`src/rtl/dff_force_scheduler.sv`:
```
// dff_force_scheduler: round-robin arbiter that forces timed values onto a shared falling-edge register
// Ports: clk (state updates on falling edge), reset (asynchronous, active low), d_in (normal datapath input),
//   req/req_val/req_hold (per-requester request level, force value and hold count, packed by requester),
//   q/qbar (register and its complement), gnt (one-hot owner of the forced value),
//   done (one-cycle pulse after a completed hold), busy (scheduler not idle).
module dff_force_scheduler #(
  parameter int NREQ   = 4,
  parameter int WIDTH  = 8,
  parameter int HOLD_W = 4
) (
  input  logic                     clk,
  input  logic                     reset,
  input  logic [WIDTH-1:0]         d_in,
  input  logic [NREQ-1:0]          req,
  input  logic [NREQ*WIDTH-1:0]    req_val,
  input  logic [NREQ*HOLD_W-1:0]   req_hold,
  output logic [WIDTH-1:0]         q,
  output logic [WIDTH-1:0]         qbar,
  output logic [NREQ-1:0]          gnt,
  output logic [NREQ-1:0]          done,
  output logic                     busy
);
  localparam int IW = $clog2(NREQ);
  typedef enum logic [1:0] {IDLE, HOLD, DONE} state_t;
  state_t            state_q;
  logic [WIDTH-1:0]  q_q;
  logic [HOLD_W-1:0] cnt_q;
  logic [IW-1:0]     ptr_q, own_q, win, idx;
  logic [NREQ-1:0]   gnt_q, done_q;
  logic              busy_q, hit;
  // Scan downward so the last match written is the first set bit at or after ptr_q.
  always_comb begin
    hit = 1'b0;
    win = '0;
    idx = '0;
    for (int k = NREQ - 1; k >= 0; k--) begin
      idx = IW'((int'(ptr_q) + k) % NREQ);
      if (req[idx]) begin
        hit = 1'b1;
        win = idx;
      end
    end
  end
  always_ff @(negedge clk or negedge reset) begin
    if (!reset) begin
      state_q <= IDLE;
      q_q     <= '0;
      cnt_q   <= '0;
      ptr_q   <= '0;
      own_q   <= '0;
      gnt_q   <= '0;
      done_q  <= '0;
      busy_q  <= 1'b0;
    end else begin
      case (state_q)
        IDLE: begin
          if (hit) begin
            q_q     <= req_val[int'(win)*WIDTH +: WIDTH];
            cnt_q   <= req_hold[int'(win)*HOLD_W +: HOLD_W];
            gnt_q   <= NREQ'(1) << win;
            own_q   <= win;
            ptr_q   <= (win == IW'(NREQ - 1)) ? '0 : win + 1'b1;
            busy_q  <= 1'b1;
            state_q <= HOLD;
          end else begin
            q_q <= d_in;
          end
        end
        HOLD: begin
          // Abort wins over completion; only a completed hold reports done.
          if (!req[own_q] || cnt_q == '0) begin
            q_q     <= d_in;
            gnt_q   <= '0;
            done_q  <= req[own_q] ? gnt_q : '0;
            state_q <= DONE;
          end else begin
            cnt_q <= cnt_q - 1'b1;
          end
        end
        DONE: begin
          q_q     <= d_in;
          done_q  <= '0;
          busy_q  <= 1'b0;
          state_q <= IDLE;
        end
        default: begin
          gnt_q   <= '0;
          done_q  <= '0;
          busy_q  <= 1'b0;
          state_q <= IDLE;
        end
      endcase
    end
  end
  assign q    = q_q;
  assign qbar = ~q_q;
  assign gnt  = gnt_q;
  assign done = done_q;
  assign busy = busy_q;
endmodule

```
`config.mk`:
```
export PLATFORM = sky130hd
export DESIGN_NAME = dff_force_scheduler
export DESIGN_NICKNAME = d
export VERILOG_FILES = /design/src/rtl/dff_force_scheduler.sv
export SDC_FILE = /design/constraint.sdc
export NUM_CORES = 1
export LEC_CHECK = 0
export BUFFER_PORTS_ARGS = -buffer_cell sky130_fd_sc_hd__buf_2
export CELL_PAD_IN_SITES_DETAIL_PLACEMENT = 0
export CELL_PAD_IN_SITES_GLOBAL_PLACEMENT = 2
export CORE_MARGIN = 2
export CORE_UTILIZATION = 27
export DETAILED_ROUTE_END_ITERATION = 12
export HOLD_SLACK_MARGIN = 0.1
export PLACE_DENSITY_LB_ADDON = 0.1
export SYNTH_ARGS = -nofsm -noshare
export SYNTH_HDL_FRONTEND = slang
export SYNTH_SLANG_ARGS = --single-unit
```
`constraint.sdc`:
```
create_clock -name clk -period 2.3 [get_ports clk]
set_clock_uncertainty 0.05 [all_clocks]
set_input_delay 0.69 -clock clk [delete_from_list [all_inputs] [get_ports clk]]
set_output_delay 0.69 -clock clk [all_outputs]
set_load 0.02 [all_outputs]
```
**Word level (Yosys, flattened, before mapping)**

Cells that the tools add are included.

- $add $sub $neg: 5
- Order comparisons: 5
- Eq/ne operators: 6
- Shifts and indexed selects: 3
- Mux-type cells: 36
- Bitwise logic cells: 4
- Reduce and logical (&&, ||, !) cells: 13

Operators by type and width:

| operator | number |
|---|---|
| variable part select 32 x 6 -> 8 bit | 1 |
| two-way mux 4 bit | 6 |
| case mux 8 bit (3 select lines) | 1 |
| two-way mux 8 bit | 2 |
| case mux 4 bit (2 select lines) | 2 |
| variable part select 16 x 5 -> 4 bit | 1 |
| < comparator 2 x 3 -> 1 bit (second input constant) | 5 |
| two-way mux 2 bit | 7 |
| case mux 4 bit (3 select lines) | 1 |
| binary-select mux 1 bit (select 2 bit) | 5 |
| two-way mux 1 bit | 10 |
| AND reduction 2 bit | 5 |
| NOT 8 bit | 1 |
| inequality test 2 bit (second input constant) | 3 |
| AND reduction 3 bit | 2 |
| adder 2 x 1 -> 2 bit (second input constant) | 2 |
| adder 2 bit (second input constant) | 2 |
| == test 2 bit (second input constant) | 2 |
| zero test 4 bit | 1 |
| case mux 2 bit (2 select lines) | 1 |
| left shift 1 x 2 -> 4 bit (first input constant) | 1 |
| subtractor 4 x 1 -> 4 bit (second input constant) | 1 |
| NOT 1 bit | 3 |
| nonzero test 3 bit | 1 |
| other kinds (6) | 6 |

- Register bits: 27
- Input port bits: 62
- Word-level logic and storage cells: 80

**Depth between registers and ports, before layout**

- Depth in word-level cells: 10
- Gate-level depth with buffers: 9
- Mapped depth without buffers: 7

==> flow_summary_export.csv <==
group,metric,value,unit
cells_and_area,utilization,0.485,
synthesis,syn_nets,266,
route,num_vias,2004,
timing,hold_violations,0,
die,initial_utilization,0.279,
cells_and_area,final_nets,401,
die,rows,30,
clock_tree,clockBufferDepth,2,
synthesis,synthDistinctLibCells,35,
route,wire_per_inst,14.5,microns
timing,worst_pin_slew,0.243,ns
synthesis,syn_area,1890,sq um
setup_path,path_buf_inv,3,
clock_tree,cts.sinks,27,
timing,layout_setup_ws,-0.842,ns
setup_path,cpPeakStageDelay,0.57,ns
setup_path,worstPathCellList,"buf_8 -> buf_6 -> mux4_2 -> buf_6 -> nand3_4 -> nor3b_1 -> a221o_1",
cells_and_area,multi_input_area,1320,sq um
clock_tree,numCtsBuffers,3,
global_route,gr-usage-all-layers,0.156,
route,viasPerCell,4.73,
timing,timing.slew.headroom,0.838,
placement,io_buffer_count,86,
cells_and_area,fillers,657,
synthesis,synth_fa_ha_area_frac,0.0661,
setup_path,cp_common_cell,"buf_6",
synthesis,synth_seq_cells,27,
timing,setup_tns,-31.25,ns
setup_path,crit_fanout,6,
cells_and_area,drive_gt1_frac,0.616,
global_route,grt_overflow_total,0,
placement,place_ws,-1.29,ns
setup_path,endpoint_kind,"flip-flop",
synthesis,synth_xor_area_frac,0,
die,die_height,87.8,microns
cells_and_area,antennaDiodeCount,0,
pwr,internal_power,2540,uW
min_path,hold_path_class,"flip-flop to flip-flop",
synthesis,yosysWarnings,0,
setup_path,required,1.23,ns
synthesis,synth.area.top_cells,"dfrtn_1, mux4_2, ha_1",
route,drtAntennaViolNets,0,
placement,placed_area,2680,sq um
synthesis,yosys.area.top_type,"dfrtn_1",
synthesis,synth_commonest_cells,"nand2_1, dfrtn_1, inv_1, nand3_1, o21ai_0",
global_route,grt_pass1_vias,1949,
synthesis,synth-simple-area-share,0.182,
synthesis,synth_compound_area_frac,0.165,
pwr,power_leakage,0.00161,uW
die,die_area,7700,sq um
synthesis,synth_top_area_share,0.357,
clock_tree,cts-root-buf,"clkbuf_8",
setup_path,cp.arrival,2.08,ns
pwr,peakVddDrop,515,uV
status,violations,"setup timing",
synthesis,synthMuxAreaShare,0.168,
synthesis,ys_seq_area_frac,0.357,
setup_path,crit_family,"multiplexers",
clock_tree,clk_pin_slew_worst_paths,0.07,ns
global_route,antenna_found_initial,0,
status,status,"finished with violations",
global_route,grt_pass1_wl,9520,microns
global_route,grt_max_degree,28,
route,route.detailed.drc,0,
setup_path,cp_slowest_cell,"mux4_2",
synthesis,syn_avg_cell_area,9.76,sq um
setup_path,crit_type,"primary input to flip-flop",
route,dr.pass1.iters,4,
synthesis,ys.flop_type,"dfrtn_1",
timing,rsz0062_at_grt,"yes",
run,maxCapViolations,0,
placement,gp_congestion,0.688,
clock_tree,cts_tree,"built",
synthesis,syn_inst,194,
synthesis,async_reset_ff_frac,1.00,
setup_path,cp-start-kind,"primary input",
route,totalWireLength,6170,microns
pwr,p_comb_frac,0.728,
timing,slew_viol_final,0,
cells_and_area,fin_area,3290,sq um
pwr,p_seq_frac,0.207,
placement,dp_hpwl,4400,microns
synthesis,synth_top_family_by_area,"simple AND/OR/NAND/NOR gates",
pwr,swShare,0.434,
cells_and_area,seqCellArea,676,sq um
synthesis,yosysMostFrequentCell,"nand2_1",
die,coreArea,6790,sq um
timing,hold_ws,0.416,ns
pwr,p_clk_frac,0.065,
pwr,p_switching,1950,uW
die,die_x,87.8,microns
cells_and_area,area_delta_synth_final,73.9,%
route,drt_iter0_drc,62,
clock_tree,clk_latency,0.28,ns
synthesis,synth-edff-count,0,
clock_tree,htree_levels,1,
die,ios,87,
timing,setup_viol_count_final,52,
pwr,power.density,1360,nW/um^2
## through the flow
step,cells,total power [uW]
6_report,424,4500
5_1_grt,424,4870
4_1_cts,414,4270
3_5_place_dp,399,3330
3_3_place_gp,399,3330
2_1_floorplan,194,2460
## what timing repair did
action / in CTS / in global routing
buffers inserted: 10 / 9
cloned: 2 / 1
endpoints found under the setup margin: 52 / 52
resized for setup: 92 / 30
pin swaps: 19 / 4
hold buffers: 0 / 0
## path summary, 6_finish.rpt
check | from | end | slack [ns] | cells after the start
max in group asynchronous | reset | q[6] | 0.67 | 2
setup / recovery | req[3] | cnt_q[1] | -0.84 | 7
min in group asynchronous | reset | done[0] | 1.33 | 2
setup reg to reg | ptr_q[0] | cnt_q[0] | 0.29 | 6
hold / removal | own_q[1] | own_q[1] | 0.42 | 2
hold reg to reg | own_q[1] | own_q[1] | 0.42 | 2
## final cells by class
type,instances,area share
Sequential cell,27,0.205
Multi-Input combinational cell,145,0.401
Tap cell,96,0.0365
Timing Repair Buffer,137,0.326
Inverter,15,0.0171
Clock inverter,1,0.00228
Clock buffer,3,0.0125
## power by group through the flow
stage	combinational [uW]	clock, uW	sequential [uW]
finish	3270	292	931
global route	3570	333	964
CTS	3030	308	929
detailed placement	2420	0	907
global placement	2420	0	909
floorplan	1420	0	1040
## registers in the layout, summed over array words and instances (netlist names)
| register | cells |
|---|---|
| done | 4 |
| q | 8 |
| cnt_q | 4 |
| gnt | 4 |
| busy | 1 |
| state_q | 2 |
| ptr_q | 2 |
| own_q | 2 |
## layer usage
layer  track usage  up-vias  wire length (microns)
met5             0        -                      0
met4        0.0266        0                     23
met3        0.0254        4                    274
met2         0.250       45                   3080
met1         0.227      971                   2790
li1              -      984                      -
## logic make-up (layout without fill, tap and decap cells)
kind of cell	Yosys count	after routing
AO/OA/AOI/OAI	45	47
multiplexers	14	14
AND/OR/NAND/NOR	73	74
adder cells (fa/ha/maj)	10	10
flip-flops	27	27
buffers and inverters	25	156
## tightest hold or removal path, stage by stage (launching register included)
cell     delay, ns
dfrtn_1       0.44
nand2_1       0.07
o21ai_2       0.05
## layout by cell type, fill, tap and decap left out, types with 6 or more instances in the layout
cell,instances
ha_1,10
nand3_1,9
nor2_1,8
dfrtn_1,27
inv_2,8
nand2_2,6
a21o_1,10
inv_1,7
buf_6,40
buf_2,58
o21ai_1,7
buf_4,35
mux4_2,10
o21ai_2,8
nand2_1,24
(Power assumes the default switching activity.)
